<file path="config.mk">
export PLATFORM = sky130hd
export DESIGN_NAME = riscv_inst_encoder
export DESIGN_NICKNAME = d
export VERILOG_FILES = /design/src/rtl/riscv_pkg.sv /design/src/rtl/riscv_imm_pack.sv /design/src/rtl/riscv_inst_encoder.sv
export SDC_FILE = /design/constraint.sdc
export NUM_CORES = 1
export LEC_CHECK = 0
export ABC_AREA = 1
export CAP_MARGIN = 20
export CORE_UTILIZATION = 40
export CTS_BUF_LIST = sky130_fd_sc_hd__clkbuf_4 sky130_fd_sc_hd__clkbuf_8
export CTS_CLUSTER_DIAMETER = 50
export CTS_CLUSTER_SIZE = 12
export DETAILED_ROUTE_END_ITERATION = 10
export PLACE_DENSITY_LB_ADDON = 0.05
export SLEW_MARGIN = 25
export SYNTH_ARGS = -nofsm -noshare
export SYNTH_HDL_FRONTEND = slang
export SYNTH_SLANG_ARGS = --single-unit
</file>
<file path="constraint.sdc">
create_clock -name clk -period 1.5 [get_ports clk]
set_input_delay 0.3 -clock clk [delete_from_list [all_inputs] [get_ports clk]]
set_output_delay 0.3 -clock clk [all_outputs]
set_load 0.03 [all_outputs]
</file>
<file path="src/rtl/riscv_pkg.sv">
// Shared format codes, NOP word and opcode constants for the instruction encoder.
// Optional immediate range checking is enabled with RISCV_ENC_RANGE_CHECK_EN.
package riscv_pkg;

    typedef enum logic [2:0] {
        FMT_I = 3'd0,
        FMT_S = 3'd1,
        FMT_B = 3'd2,
        FMT_J = 3'd3,
        FMT_U = 3'd4,
        FMT_R = 3'd5
    } fmt_e;

    localparam logic [31:0] NOP_INST = 32'h0000_0013;

    localparam logic [6:0] OP_IMM    = 7'h13;
    localparam logic [6:0] OP_STORE  = 7'h23;
    localparam logic [6:0] OP_BRANCH = 7'h63;
    localparam logic [6:0] OP_JAL    = 7'h6F;
    localparam logic [6:0] OP_LUI    = 7'h37;
    localparam logic [6:0] OP_OP     = 7'h33;

    function automatic logic fmt_reserved(input logic [2:0] fmt);
        return fmt > FMT_R;
    endfunction

endpackage

</file>
<file path="src/rtl/riscv_imm_pack.sv">
// Combinational packing of register/function fields and immediate into a word.
// Range errors are only computed when RISCV_ENC_RANGE_CHECK_EN is defined.
module riscv_imm_pack
    import riscv_pkg::*;
(
    input  logic [2:0]  fmt,
    input  logic [6:0]  opcode,
    input  logic [2:0]  funct3,
    input  logic [6:0]  funct7,
    input  logic [4:0]  rd,
    input  logic [4:0]  rs1,
    input  logic [4:0]  rs2,
    input  logic [31:0] imm,
    output logic [31:0] inst,
    output logic        range_err
);

    always_comb begin
        inst = NOP_INST;
        case (fmt)
            FMT_I: inst = {imm[11:0], rs1, funct3, rd, opcode};
            FMT_S: inst = {imm[11:5], rs2, rs1, funct3, imm[4:0], opcode};
            FMT_B: inst = {imm[12], imm[10:5], rs2, rs1, funct3,
                           imm[4:1], imm[11], opcode};
            FMT_J: inst = {imm[20], imm[10:1], imm[11], imm[19:12],
                           rd, opcode};
            FMT_U: inst = {imm[31:12], rd, opcode};
            FMT_R: inst = {funct7, rs2, rs1, funct3, rd, opcode};
            default: inst = NOP_INST;
        endcase
    end

`ifdef RISCV_ENC_RANGE_CHECK_EN
    // Upper bits must be a pure sign extension of the encodable field.
    logic sx_is, sx_b, sx_j;

    assign sx_is = !(&imm[31:11] || ~|imm[31:11]);
    assign sx_b  = !(&imm[31:12] || ~|imm[31:12]);
    assign sx_j  = !(&imm[31:20] || ~|imm[31:20]);

    always_comb begin
        range_err = 1'b0;
        case (fmt)
            FMT_I, FMT_S: range_err = sx_is;
            FMT_B:        range_err = sx_b | imm[0];
            FMT_J:        range_err = sx_j | imm[0];
            FMT_U:        range_err = |imm[11:0];
            default:      range_err = 1'b0;
        endcase
    end
`else
    assign range_err = 1'b0;
`endif

endmodule

</file>
<file path="src/rtl/riscv_inst_encoder.sv">
// Instruction encoder: valid/ready request in, registered word plus byte address out.
// RISCV_ENC_RANGE_CHECK_EN adds immediate range errors to out_err.
module riscv_inst_encoder
    import riscv_pkg::*;
(
    input  logic        clk,
    input  logic        rst_n,
    input  logic        in_valid,
    output logic        in_ready,
    input  logic [2:0]  in_fmt,
    input  logic [6:0]  in_opcode,
    input  logic [2:0]  in_funct3,
    input  logic [6:0]  in_funct7,
    input  logic [4:0]  in_rd,
    input  logic [4:0]  in_rs1,
    input  logic [4:0]  in_rs2,
    input  logic [31:0] in_imm,
    input  logic        addr_load,
    input  logic [31:0] addr_base,
    output logic        out_valid,
    input  logic        out_ready,
    output logic [31:0] out_inst,
    output logic [31:0] out_addr,
    output logic        out_err
);

    logic [31:0] next_addr;
    logic [31:0] base_al;
    logic [31:0] cur_addr;
    logic [31:0] pack_inst;
    logic        pack_err;
    logic        accept;
    logic        rsvd;

    riscv_imm_pack u_pack (
        .fmt       (in_fmt),
        .opcode    (in_opcode),
        .funct3    (in_funct3),
        .funct7    (in_funct7),
        .rd        (in_rd),
        .rs1       (in_rs1),
        .rs2       (in_rs2),
        .imm       (in_imm),
        .inst      (pack_inst),
        .range_err (pack_err)
    );

    assign in_ready = !out_valid || out_ready;
    assign accept   = in_valid && in_ready;
    assign rsvd     = fmt_reserved(in_fmt);
    assign base_al  = addr_base & 32'hFFFF_FFFC;
    // A coincident load redirects the request being accepted this cycle.
    assign cur_addr = addr_load ? base_al : next_addr;

    always_ff @(posedge clk or negedge rst_n) begin
        if (!rst_n) begin
            out_valid <= 1'b0;
            out_inst  <= '0;
            out_addr  <= '0;
            out_err   <= 1'b0;
            next_addr <= '0;
        end else if (accept) begin
            out_valid <= 1'b1;
            out_inst  <= pack_inst;
            out_err   <= rsvd | pack_err;
            out_addr  <= cur_addr;
            next_addr <= cur_addr + 32'd4;
        end else begin
            if (out_ready)
                out_valid <= 1'b0;
            if (addr_load)
                next_addr <= base_al;
        end
    end

endmodule

</file>
* Word level (Yosys, flattened, before mapping)
Cells that the tools add are included.
** Word-level totals
- Flip-flop bits (word level) :: 98
- Input port bits :: 104
- Logic and storage cells :: 22
- Output and inout port bits :: 67
** Cells by class
- Reduce and logical (&&, ||, !) cells :: 5
- Mux-type cells :: 5
- Order comparisons :: 1
- Add/subtract/negate cells :: 1
- Eq/ne operators :: 5
** Operators with widths (number)
- 32-bit case mux with 6 select lines :: 1
- 32-bit two-way mux :: 2
- 32-bit by 3-bit adder with 32-bit output (second input constant) :: 1
- 3-bit by 2-bit == test with 1-bit output (second input constant) :: 2
- 3-bit == test (second input constant) :: 2
- 3-bit by 1-bit == test with 1-bit output (second input constant) :: 1
- 3-bit > comparator (second input constant) :: 1
- 3-bit zero test :: 1
- 1-bit two-way mux :: 2
- 2-bit nonzero test :: 1
- 1-bit logical AND :: 1
- 1-bit zero test :: 1
- 1-bit logical OR :: 1

* Logic depth before layout (Yosys ltp)
- Word-level depth :: 4
- Depth in mapped cells :: 13
- Depth with buffers taken out :: 11

* Hierarchy
A second synthesis with hierarchy kept.
** Unflattened totals
- Cells, all modules :: 735
- Area, all modules :: 5566.6 um2
** Modules (own cells, without submodules)
- riscv_inst_encoder :: area each 4835.9 um2, cells each 596, seq. area each 2452.4 um2, instances 1
- riscv_imm_pack :: area each 730.7 um2, cells each 139, seq. area each 0.0 um2, instances 1

* Least setup slack after synthesis
OpenSTA, ideal clock, no wires.
- Kind :: reg2reg
- Start point :: reg out_valid
- End point :: reg next_addr[27]
- Data required time :: 1382 ps
- Arrival time :: 1728 ps
- Stages on the path, launching flop included :: 10
- Period minus slack after synthesis :: 1845 ps
- Path slack :: -345 ps
- Buffers on the path :: 1
- Library setup time :: 118 ps
- Cells stage by stage :: dfrtp_1 -> nand2_1 -> nand2_1 -> buf_2 -> nor2_2 -> nand3_4 -> nor2_4 -> nand3_1 -> nand2_1 -> nand2_1
** On the way
- Cells in the longest elaborated chain, start to end :: 4
** Ends and longest elaborated chain
- start, declared :: RTL line riscv_inst_encoder.sv:20 : output logic out_valid,
- start signal, assigned :: RTL line riscv_inst_encoder.sv:57 : out_valid <= 1'b0;
- start signal, assigned :: RTL line riscv_inst_encoder.sv:63 : out_valid <= 1'b1;
- start signal, assigned :: RTL line riscv_inst_encoder.sv:70 : out_valid <= 1'b0;
- 1-bit zero test :: RTL line riscv_inst_encoder.sv:48 : assign in_ready = !out_valid || out_ready;
- 1-bit logical OR :: RTL line riscv_inst_encoder.sv:48
- net in_ready :: RTL line riscv_inst_encoder.sv:9 : output logic in_ready,
- 1-bit logical AND :: RTL line riscv_inst_encoder.sv:49 : assign accept = in_valid && in_ready;
- 32-bit two-way mux :: RTL line riscv_inst_encoder.sv:62 : end else if (accept) begin
- end signal, assigned :: RTL line riscv_inst_encoder.sv:67 : next_addr <= cur_addr + 32'd4;
- end signal, assigned :: RTL line riscv_inst_encoder.sv:72 : next_addr <= base_al;
- end, declared :: RTL line riscv_inst_encoder.sv:27 : logic [31:0] next_addr;
The timed path passes the listed nets, and every way through them passes these cells.
A chain may end at the register's enable or synchronous reset.

* Worst setup path in the final report
- Start point :: in addr_load
- End point :: reg next_addr[15]
** On the way
- Cells in the longest elaborated chain, start to end :: 3
** Ends and longest elaborated chain
- start, declared :: RTL line riscv_inst_encoder.sv:18 : input logic addr_load,
- 32-bit two-way mux *
- 32-bit by 3-bit adder with 32-bit output :: RTL line riscv_inst_encoder.sv:67
- 32-bit two-way mux * :: RTL line riscv_inst_encoder.sv:62
Every way passes the cells marked *; elsewhere a longest branch is shown, timed or not.

==> impl_metrics.yaml <==
setup_path:
  startpoint_type: "input port"
  end_kind: "flop"
  crit_arrival_ns: 1.83
  path_common_cell: "nand2_1"
  cpPeakStageDelay_ns: 0.23
  path_cells: "clkbuf_4 > buf_12 > inv_8 > nand2_1 > nand2_4 > nand2_1 > inv_2 > nand3_4 > nor2_4 > buf_4 > xor2_1"
  crit_type: "in -> reg"
  cp_slowest_cell: "nor2_4"
  critPathMaxFanout: 23
  crit_family: "buffers and inverters"
  cp.required_ns: 1.80
  cp_num_buf_inv: 5
global_routing:
  grt_pass1_vias: 5529
  grt_max_degree: 32
  grt_usage: 0.240
  grt_overflow: 0
  grt_pass1_wl_um: 26600
  antenna_found_initial: 0
logic_synthesis:
  ys_top_cells_by_count: "nand2_1 (280), dfrtp_1 (98), inv_1 (73)"
  seq_area_frac_synth: 0.450
  synth-edff-count: 0
  syn_area_mm2: 0.00545
  avgSynthCellArea_um2: 7.60
  synth_ff_type: "dfrtp_1"
  synth_top_area_cell: "dfrtp_1"
  yosysWarnings: 0
  ys_types: 36
  synth_nets: 822
  ys_ff_latch: 98
  yosysTopAreaCellShare: 0.450
  netlist_instances: 717
  synthArstFlopShare: 1.00
  synth_most_common_cell: "nand2_1"
  synth.area.top_cells: "dfrtp_1 (45%), nand2_1 (19%), inv_1 (5.0%)"
run:
  max-cap-violations: 0
timing:
  hold_viol_final: 0
  rsz0062_at_grt: "true"
  slew_violations: 0
  holdWs_ns: 0.321
  setup_slack_ns: -0.0258
  skew_ns: 0.0100
  max_freq_mhz: 655
  maxSlewHeadroom: 0.697
  finalCriticalPeriod_ns: 1.53
  timing.setup.tns_ns: -0.0389
  period_share: 1.02
  setup_viol: 2
  worstMarginPinSlew_ns: 0.450
route:
  dr_wl_met2_um: 7800
  routedWlPerCell_um: 14.1
  topRoutingLayerUsed: "met4"
  drt_iter0_drc: 263
  num_vias: 5456
  routed-wl-met3_um: 785
  via_per_inst: 4.70
  drt-met1-wl_um: 7390
  totalWireLength_um: 16300
  drtAntennaViolNets: 0
  route.detailed.drc: 0
  first_pass_iters: 5
finish:
  final_core_util: 0.641
  nets: 1084
  area_growth_pct: 55.6
  antenna_cells: 0
  layout-drive-gt1-share: 0.238
power:
  p_clk_frac: 0.278
  power_density_mw_per_mm2: 943
  p_leak_nw: 4.28
  max-vdd-ir-drop_mv: 0.638
  p_int_mw: 5.36
  share_seq_of_total_power: 0.394
  combPwrFrac: 0.328
  switching_share: 0.331
  p_sw_mw: 2.65
status:
  violations: "setup timing"
  status: "finished with violations"
clocking:
  clock_path_buffers: 2
  cts_tree: "built"
  cts_made_buffers: 9
  clk_latency_ns: 0.38
  clkSinkCount: 98
  clk_pin_slew_worst_paths_ns: 0.09
  htreeDepth: 3
  cts_root_buffer: "clkbuf_8"
placement:
  dpl.hpwl_um: 12600
  numPortBuffers: 168
  gp_congestion: 0.884
floorplanning:
  io_pins: 171
  die_x_um: 119
  dieArea_mm2: 0.0141
  die_h_um: 119
  num_rows: 42
  initial_utilization: 0.412
  coreArea_mm2: 0.0132
worst_hold_path:
  hold_path.class: "in -> async"
## layer usage
layer	GRT usage	vias to the layer above
met4	0.0870	0
met2	0.401	135
li1	-	2747
met5	0	-
met3	0.0405	20
met1	0.312	2554
## sequential cells by signal, summed over array words and instances (netlist names)
register   cells
out_valid      1
out_addr      32
out_inst      32
next_addr     32
out_err        1
## path summary, 6_finish.rpt
| kind | start | to | cells after the start | slack (ns) |
|---|---|---|---|---|
| max reg2reg | out_valid$_DFFE_PN0P_ | next_addr[15]$_DFF_PN0_ | 8 | -0.01 |
| min | rst_n | out_inst[14]$_DFFE_PN0P_ | 2 | 0.32 |
| min reg2reg | out_inst[22]$_DFFE_PN0P_ | out_inst[22]$_DFFE_PN0P_ | 2 | 0.48 |
| min in group clk | addr_base[2] | next_addr[2]$_DFF_PN0_ | 5 | 0.37 |
| max | addr_load | next_addr[15]$_DFF_PN0_ | 11 | -0.03 |
| max in group asynchronous | rst_n | out_addr[21]$_DFFE_PN0P_ | 3 | 0.60 |
## timing repair
item,in CTS,in global routing
cloned,0,1
buffers inserted,0,5
endpoints found under the hold margin,14,0
gates resized for setup,71,62
pin swaps,2,16
hold buffers,1,0
setup endpoints to repair,70,58
## worst reg2reg max path, delay by kind of cell (launching register included)
family,cells,cell delay [ns]
buf+inv,2,0.28
flops,1,0.43
xor+xnor,1,0.13
simple gates,5,0.60
## power groups by stage
stage	sequential (mW)	clock [mW]	combinational, mW
after floorplan	3.73	0	0.841
after global placement	3.20	0	2.72
after detailed placement	3.21	0	2.75
after CTS	3.16	2.29	2.58
after global routing	3.20	2.38	2.84
final	3.16	2.22	2.62
## logic make-up (layout without fill, tap and decap cells)
| group | count (synthesis) | in the layout | share of synthesized area |
|---|---|---|---|
| AO/OA/AOI/OAI | 70 | 70 | 0.0771 |
| flip-flops | 98 | 98 | 0.450 |
| XOR/XNOR | 15 | 15 | 0.0241 |
| AND/OR/NAND/NOR | 433 | 433 | 0.363 |
| buffers and inverters | 100 | 367 | 0.0842 |
| adder cells (fa/ha/maj) | 1 | 1 | 0.00229 |
## per-stage QoR
step / std cells / power, mW / setup WS [ns] / area, um^2
2_1_floorplan: 717 / 4.57 / -0.0665 / 5530
3_3_place_gp: 1137 / 5.92 / -0.401 / 8060
3_5_place_dp: 1137 / 5.96 / -0.423 / 8060
4_1_cts: 1154 / 8.03 / -0.0115 / 8260
5_1_grt: 1160 / 8.41 / -0.103 / 8490
6_report: 1160 / 8.00 / -0.0258 / 8490
## layout by cell type (no fill, tap or decap), types with 18 or more instances in the layout
cell type / synthesis / layout
buf_4: 0 / 93
nand2_1: 280 / 267
dfrtp_1: 98 / 97
nand3_1: 31 / 27
nor2_2: 15 / 18
clkdlybuf4s50_1: 0 / 96
inv_1: 73 / 71
nor2_1: 49 / 37
o21ai_0: 39 / 37
nand2_2: 24 / 35
dlygate4sd2_1: 0 / 48
## final cells by class
class,instances,area [um^2]
clock buffer,10,131
clock inverter,6,130
fill,1192,4760
inverter,77,297
multi-input combinational,519,2730
sequential,98,2450
tap,176,220
timing repair buffer,274,2530
Note: power is estimated with default switching activity, not from simulation.
